## config.mk

```make
export PLATFORM = sky130hd
export DESIGN_NAME = ka_gf2_mult_seq
export DESIGN_NICKNAME = d
export VERILOG_FILES = /design/src/rtl/ka_pkg.sv /design/src/rtl/gf2_clmul_comb.sv /design/src/rtl/ka_gf2_mult_seq.sv
export SDC_FILE = /design/constraint.sdc
export NUM_CORES = 2
export LEC_CHECK = 0
export BUFFER_PORTS_ARGS = -buffer_cell sky130_fd_sc_hd__buf_4
export CAP_MARGIN = 0
export CORE_MARGIN = 2
export CORE_UTILIZATION = 60
export CTS_CLUSTER_DIAMETER = 40
export DETAILED_ROUTE_END_ITERATION = 10
export PLACE_DENSITY = 0.84
export SETUP_SLACK_MARGIN = 0.02
export SYNTH_ARGS = -nofsm -noshare
export SYNTH_HDL_FRONTEND = slang
export SYNTH_SLANG_ARGS = --single-unit
```

## constraint.sdc

```tcl
create_clock -name clk -period 4.62 [get_ports clk]
set_input_delay 1.155 -clock clk [delete_from_list [all_inputs] [get_ports clk]]
set_output_delay 1.155 -clock clk [all_outputs]
set_load 0.02 [all_outputs]
```

## src/rtl/ka_pkg.sv

```systemverilog
// Shared definitions for the sequential Karatsuba GF(2)[x] multiplier.
//   state_t : FSM encoding (IDLE -> MUL_LO -> MUL_HI -> MUL_MID -> DONE)
//   half_w  : width of the sub-multiplier operands for a given operand width
package ka_pkg;

    typedef enum logic [2:0] {
        IDLE    = 3'd0,
        MUL_LO  = 3'd1,
        MUL_HI  = 3'd2,
        MUL_MID = 3'd3,
        DONE    = 3'd4
    } state_t;

    // Odd widths round up; the high half then carries one zero pad bit.
    function automatic int half_w(input int width);
        return (width + 1) / 2;
    endfunction

endpackage

```

## src/rtl/gf2_clmul_comb.sv

```systemverilog
// Combinational carry-less (GF(2)[x]) multiplier, W x W -> 2W-1 bits.
//   a : operand, bit i = coefficient of x^i
//   b : operand
//   p : polynomial product a*b over GF(2)
// Plain AND/XOR array: each set bit of b contributes a shifted copy of a.
module gf2_clmul_comb #(
    parameter int W = 52
) (
    input  logic [W-1:0]   a,
    input  logic [W-1:0]   b,
    output logic [2*W-2:0] p
);

    localparam int PW = 2 * W - 1;

    always_comb begin
        p = '0;
        for (int i = 0; i < W; i++) begin
            if (b[i]) begin
                p = p ^ (PW'(a) << i);
            end
        end
    end

endmodule

```

## src/rtl/ka_gf2_mult_seq.sv

```systemverilog
// Sequential one-level Karatsuba carry-less multiplier with optional
// XOR-accumulate. A single half-width multiplier is reused for the low,
// high and middle partial products over three consecutive cycles.
//   clk, rst_n : rising-edge clock, asynchronous active-low reset
//   in_valid   : operands a, b and acc_en are valid
//   in_ready   : block accepts operands on this edge if in_valid is high
//   a, b       : WIDTH-bit operands, bit i = coefficient of x^i
//   acc_en     : 1 -> y = a*b ^ previous y, 0 -> y = a*b
//   out_valid  : y holds a finished result
//   out_ready  : consumer takes y on this edge if out_valid is high
//   y          : 2*WIDTH-1 bit product (optionally accumulated)
//
// Handshakes: a transfer happens on a rising edge where valid && ready are
// both high. The source keeps valid and its data stable until that edge;
// ready never depends on the same side's valid. While out_valid is high and
// out_ready low, y and out_valid are frozen and no new operand is taken.
module ka_gf2_mult_seq
    import ka_pkg::*;
#(
    parameter int WIDTH = 103
) (
    input  logic               clk,
    input  logic               rst_n,
    input  logic               in_valid,
    output logic               in_ready,
    input  logic [WIDTH-1:0]   a,
    input  logic [WIDTH-1:0]   b,
    input  logic               acc_en,
    output logic               out_valid,
    input  logic               out_ready,
    output logic [2*WIDTH-2:0] y
);

    localparam int HALF = half_w(WIDTH);
    localparam int PW   = 2 * HALF - 1;
    localparam int YW   = 2 * WIDTH - 1;

    state_t           state_q, state_d;
    logic [WIDTH-1:0] a_q, a_d;
    logic [WIDTH-1:0] b_q, b_d;
    logic             acc_q, acc_d;
    logic [PW-1:0]    p0_q, p0_d;
    logic [PW-1:0]    p2_q, p2_d;
    logic [YW-1:0]    y_q, y_d;
    logic             out_valid_q, out_valid_d;

    logic [HALF-1:0]  a_lo, a_hi, a_mid;
    logic [HALF-1:0]  b_lo, b_hi, b_mid;
    logic [HALF-1:0]  mul_a, mul_b;
    logic [PW-1:0]    mul_p;
    logic [PW-1:0]    mid_term;
    logic [YW-1:0]    combined;
    logic             accept;

    // Operand halves. The size cast on the right shift zero-pads the high
    // half when WIDTH is odd.
    assign a_lo  = a_q[HALF-1:0];
    assign b_lo  = b_q[HALF-1:0];
    assign a_hi  = HALF'(a_q >> HALF);
    assign b_hi  = HALF'(b_q >> HALF);
    assign a_mid = a_lo ^ a_hi;
    assign b_mid = b_lo ^ b_hi;

    assign in_ready  = (state_q == IDLE) || ((state_q == DONE) && out_ready);
    assign accept    = in_valid && in_ready;
    assign out_valid = out_valid_q;
    assign y         = y_q;

    // The shared sub-multiplier sees whichever operand pair the current
    // state is working on.
    always_comb begin
        mul_a = a_lo;
        mul_b = b_lo;
        case (state_q)
            MUL_HI: begin
                mul_a = a_hi;
                mul_b = b_hi;
            end
            MUL_MID: begin
                mul_a = a_mid;
                mul_b = b_mid;
            end
            default: begin
                mul_a = a_lo;
                mul_b = b_lo;
            end
        endcase
    end

    gf2_clmul_comb #(
        .W (HALF)
    ) u_clmul (
        .a (mul_a),
        .b (mul_b),
        .p (mul_p)
    );

    // Karatsuba combine: P1 ^ P0 ^ P2 is the cross term aL*bH ^ aH*bL.
    // For odd WIDTH the top terms extend past YW bits; those bits are zero
    // because the padded high halves carry no coefficient there.
    always_comb begin
        mid_term = p0_q ^ mul_p ^ p2_q;
        combined = YW'(p0_q) ^ (YW'(mid_term) << HALF) ^ (YW'(p2_q) << (2 * HALF));
    end

    always_comb begin
        state_d     = state_q;
        a_d         = a_q;
        b_d         = b_q;
        acc_d       = acc_q;
        p0_d        = p0_q;
        p2_d        = p2_q;
        y_d         = y_q;
        out_valid_d = out_valid_q;

        case (state_q)
            IDLE: begin
                if (accept) begin
                    a_d     = a;
                    b_d     = b;
                    acc_d   = acc_en;
                    state_d = MUL_LO;
                end
            end
            MUL_LO: begin
                p0_d    = mul_p;
                state_d = MUL_HI;
            end
            MUL_HI: begin
                p2_d    = mul_p;
                state_d = MUL_MID;
            end
            MUL_MID: begin
                y_d         = combined ^ (acc_q ? y_q : '0);
                out_valid_d = 1'b1;
                state_d     = DONE;
            end
            DONE: begin
                if (out_ready) begin
                    out_valid_d = 1'b0;
                    if (in_valid) begin
                        // Back-to-back: result handed off and next operands
                        // taken on the same edge.
                        a_d     = a;
                        b_d     = b;
                        acc_d   = acc_en;
                        state_d = MUL_LO;
                    end else begin
                        state_d = IDLE;
                    end
                end
            end
            default: begin
                state_d     = IDLE;
                out_valid_d = 1'b0;
            end
        endcase
    end

    always_ff @(posedge clk or negedge rst_n) begin
        if (!rst_n) begin
            state_q     <= IDLE;
            a_q         <= '0;
            b_q         <= '0;
            acc_q       <= 1'b0;
            p0_q        <= '0;
            p2_q        <= '0;
            y_q         <= '0;
            out_valid_q <= 1'b0;
        end else begin
            state_q     <= state_d;
            a_q         <= a_d;
            b_q         <= b_d;
            acc_q       <= acc_d;
            p0_q        <= p0_d;
            p2_q        <= p2_d;
            y_q         <= y_d;
            out_valid_q <= out_valid_d;
        end
    end

endmodule

```

==> metrics.md <==
| Metric | Value |
|---|---|
| Status | `finished, final reports clean` |
| Library cells used by synthesis | `36` |
| Post-synthesis mux area share | `0.03638` |
| CTS tree | `done` |
| Area after DPL | `72,740 µm²` |
| GRT Util Overall | `0.4932` |
| Slew HR | `0.2127` |
| Min-delay worst type | `register to register` |
| Clock buffer count from CTS | `83` |
| Pre-antenna DRT Iters | `9` |
| Most common cell after layout, fill and taps aside | `nand2_1` |
| Worst-Margin Slew | `~1.2 ns` |
| Antenna violations before repair | `7` |
| Crit-path cells | `nor2b_4, buf_12, buf_4, buf_12, buf_4, a21oi_4, buf_12, buf_4, nand2_1, xnor2_1, xnor2_1, xnor2_1, xnor2_1, xnor2_2, buf_4, xnor2_1, a21oi_1, a311oi_1` |
| RSZ-0062 raised after global routing | `yes` |
| Area of the mapped netlist | `65,730 µm²` |
| Post-Syn Nets | `just under 9,000` |
| DRC | `0` |
| Final net count | `9,259` |
| Cell count after synthesis | `just under 9,000` |
| Post-Synth XOR/XNOR Area | `0.3867` |
| Fillers | `between 8,000 and 9,000` |
| Final GP Congestion | `between 1 and 1.5` |
| DIE AREA | `~110,000 µm²` |
| Period Utilization, post-route | `0.9989` |
| Die Wd | `335.0 µm` |
| Main combinational cell family by area after synthesis | `XOR/XNOR gates` |
| CP Max Fanout | `26` |
| Final Slew Violations | `0` |
| Clk buf depth | `3` |
| Clock latency on the worst-skew pair | `about 0.7 ns` |
| Slowest Stage Delay on Critical Path | `between 0.4 and 0.5 ns` |
| Commonest non-fill, non-tap cells in the layout | `nand2_1, xnor2_1, buf_4` |
| Clock skew | `0.06693 ns` |
| FF+latch count, synth | `622` |
| Port bufs | `roughly 420` |
| Post-Synth Adder-Cell Area | `0` |
| Layout cells sized above 1 | `0.1639` |
| Synthesized area per cell | `7.578 µm²` |
| Num rows | `between 100 and 150` |
| Crit end category | `register` |
| # Max-Cap Violations | `0` |
| Fmax | `0.2167 GHz` |
| Area taken by multi-input logic gates | `47,240 µm²` |
| R2R depth | `18` |
| Post-synth top area share | `0.2741` |
| Final Hold Fails | `0` |
| Synth Area in Simple Gates | `0.1935` |
| Area contributors post-synth | `xnor2_1, dfrtp_1, nand2_1` |
| Final setup vio count | `0` |
| Largest net degree at the start of global routing | `about 210` |
| Die H | `335.0 µm` |
| Vias in the first global route | `between 60,000 and 70,000` |
| Fin area | `around 77,000 µm²` |
| Area grow syn2layout | `17.09%` |
| Grt ovf | `0` |
| Post-synthesis compound-gate area fraction | `0.09128` |
| Remaining antenna violation count | `0` |
| CP dominant cell by count | `xnor2_1` |
| Vias | `slightly below 70,000` |
| Setup Crit Path Kind | `register to register` |
| # H-tree levels | `3` |
| Register Area | `15,570 µm²` |
| Clock slew at the register clock pins of the worst setup and hold paths | `~0.060 ns` |
| Seq/Total Area, Yosys | `0.2368` |
| Critical Path RT | `5.17 ns` |
| First-pass GRT wire length | `416,600 µm` |
| Post-DP HPWL | `about 180,000 µm` |
| Startpoint types | `register` |
| Clock tree root driver cell | `clkbuf_16` |
| WP data arrival | `a little over 5 ns` |
| # IOs | `418` |
| Clock sinks | `slightly above 600` |
| Critical-path top delay cell | `buf_4` |
| Initial Util | `0.6047` |
| Via density | `~6.4` |
| Yosys warnings | `0` |
| Total core area | `108,700 µm²` |
| Dominant cell type by area after synthesis | `xnor2_1` |
| DRT Wirelength | `287,000 µm` |
| Initial drt markers | `10,363` |
| Minimum clock period | `4.615 ns` |
| Avg WL per Cell | `between 20 and 30 µm` |
| Hold path depth | `2` |
## critical path, delay by kind of cell (launching register included)
family                    cells  cell delay, ns
DFF                           1            0.44
and+or+nand+nor               2            0.29
buffers and inverters         7            1.69
AOI/OAI and AO/OA             3            0.67
xor gates and xnor gates      6            1.30
## cells in the mapped netlist
| library cell | number |
|---|---|
| nand2_1 | 2981 |
| xnor2_1 | 2057 |
| xor2_1 | 703 |
| dfrtp_1 | 622 |
| buf_2 | 423 |
| o21ai_0 | 382 |
| a21oi_1 | 351 |
| mux2_2 | 207 |
| nand3_1 | 182 |
| clkbuf_1 | 168 |
| nor2_1 | 124 |
| a311oi_1 | 89 |
| a21oi_2 | 87 |
| buf_4 | 81 |
| xnor3_1 | 45 |
| a22oi_1 | 30 |
| o211ai_1 | 30 |
| buf_1 | 29 |
| a21oi_4 | 19 |
| buf_6 | 14 |
| xnor2_2 | 14 |
| and2_1 | 8 |
| mux2i_1 | 6 |
| nor3_1 | 4 |
| and3_1 | 3 |
| nand2b_1 | 2 |
| or3_1 | 2 |
| or3b_1 | 2 |
| a21o_1 | 1 |
| a2bb2oi_1 | 1 |
| buf_8 | 1 |
| inv_1 | 1 |
| nor2b_1 | 1 |
| nor2b_4 | 1 |
| o21ai_1 | 1 |
| o22a_1 | 1 |
## worst paths after layout
kind | startpoint | end | slack (ns)
setup / recovery | state_q[1] | y[73] | 0.005
hold / removal | p0_q[99] | p0_q[99] | 0.50
setup reg to reg | state_q[1] | y[73] | 0.005
hold reg to reg | p0_q[99] | p0_q[99] | 0.50
max in group asynchronous | rst_n | y[130] | 2.92
min in group asynchronous | rst_n | y[49] | 0.52
## cell type report
| cell class | count | share of cell area |
|---|---|---|
| multi-input cells | 7334 | 0.6138 |
| flip-flops and latches | 622 | 0.2023 |
| repair buffers | 1006 | 0.1229 |
| clock buffers | 102 | 0.02948 |
| well taps | 1414 | 0.02299 |
| clock inverters | 49 | 0.008389 |
| diodes | 2 | 0.00006503 |
| inverters | 1 | 0.00004877 |
## layer usage
metal	global-route usage	part of all wire
met1	0.6017	0.34
met2	0.7331	0.42
met3	0.1678	0.15
met4	0.3378	0.088
met5	0.002171	0.00081
## registers in the layout (all words and copies together) (netlist names)
signal and flops:
p0_q 103, acc_q 1, out_valid 1, y 205, b_q 103, state_q 3, a_q 103, p2_q 103
## logic make-up after synthesis
logic type / count (synthesis)
xor gates and xnor gates: 2819
AOI/OAI and AO/OA: 992
muxes: 213
DFF: 622
and+or+nand+nor: 3310
buffers and inverters: 717
## timing repair
action,in CTS,in global routing
hold buffers,0,0
pin swaps,3,15
setup endpoints to repair,50,65
resized for setup,3,8
buffers inserted,29,84
## stage by stage
stage	cells	TNS [ns]	util	worst slack (ns)	hold WS, ns
after floorplan	8673	0	-	1.397	0.4689
after global placement	10264	-1.061	0.6692	-0.3639	0.4800
after detailed placement	10264	-2.061	0.6692	-0.4451	0.4898
after CTS	10444	0	0.6990	0.02919	0.5021
after global routing	10528	-0.06541	0.7079	-0.02837	0.5238
final	10530	0	0.7080	0.004888	0.5000
Power is not shown: default switching activity piles up to over one toggle a cycle in this logic, so the estimate is an artifact.
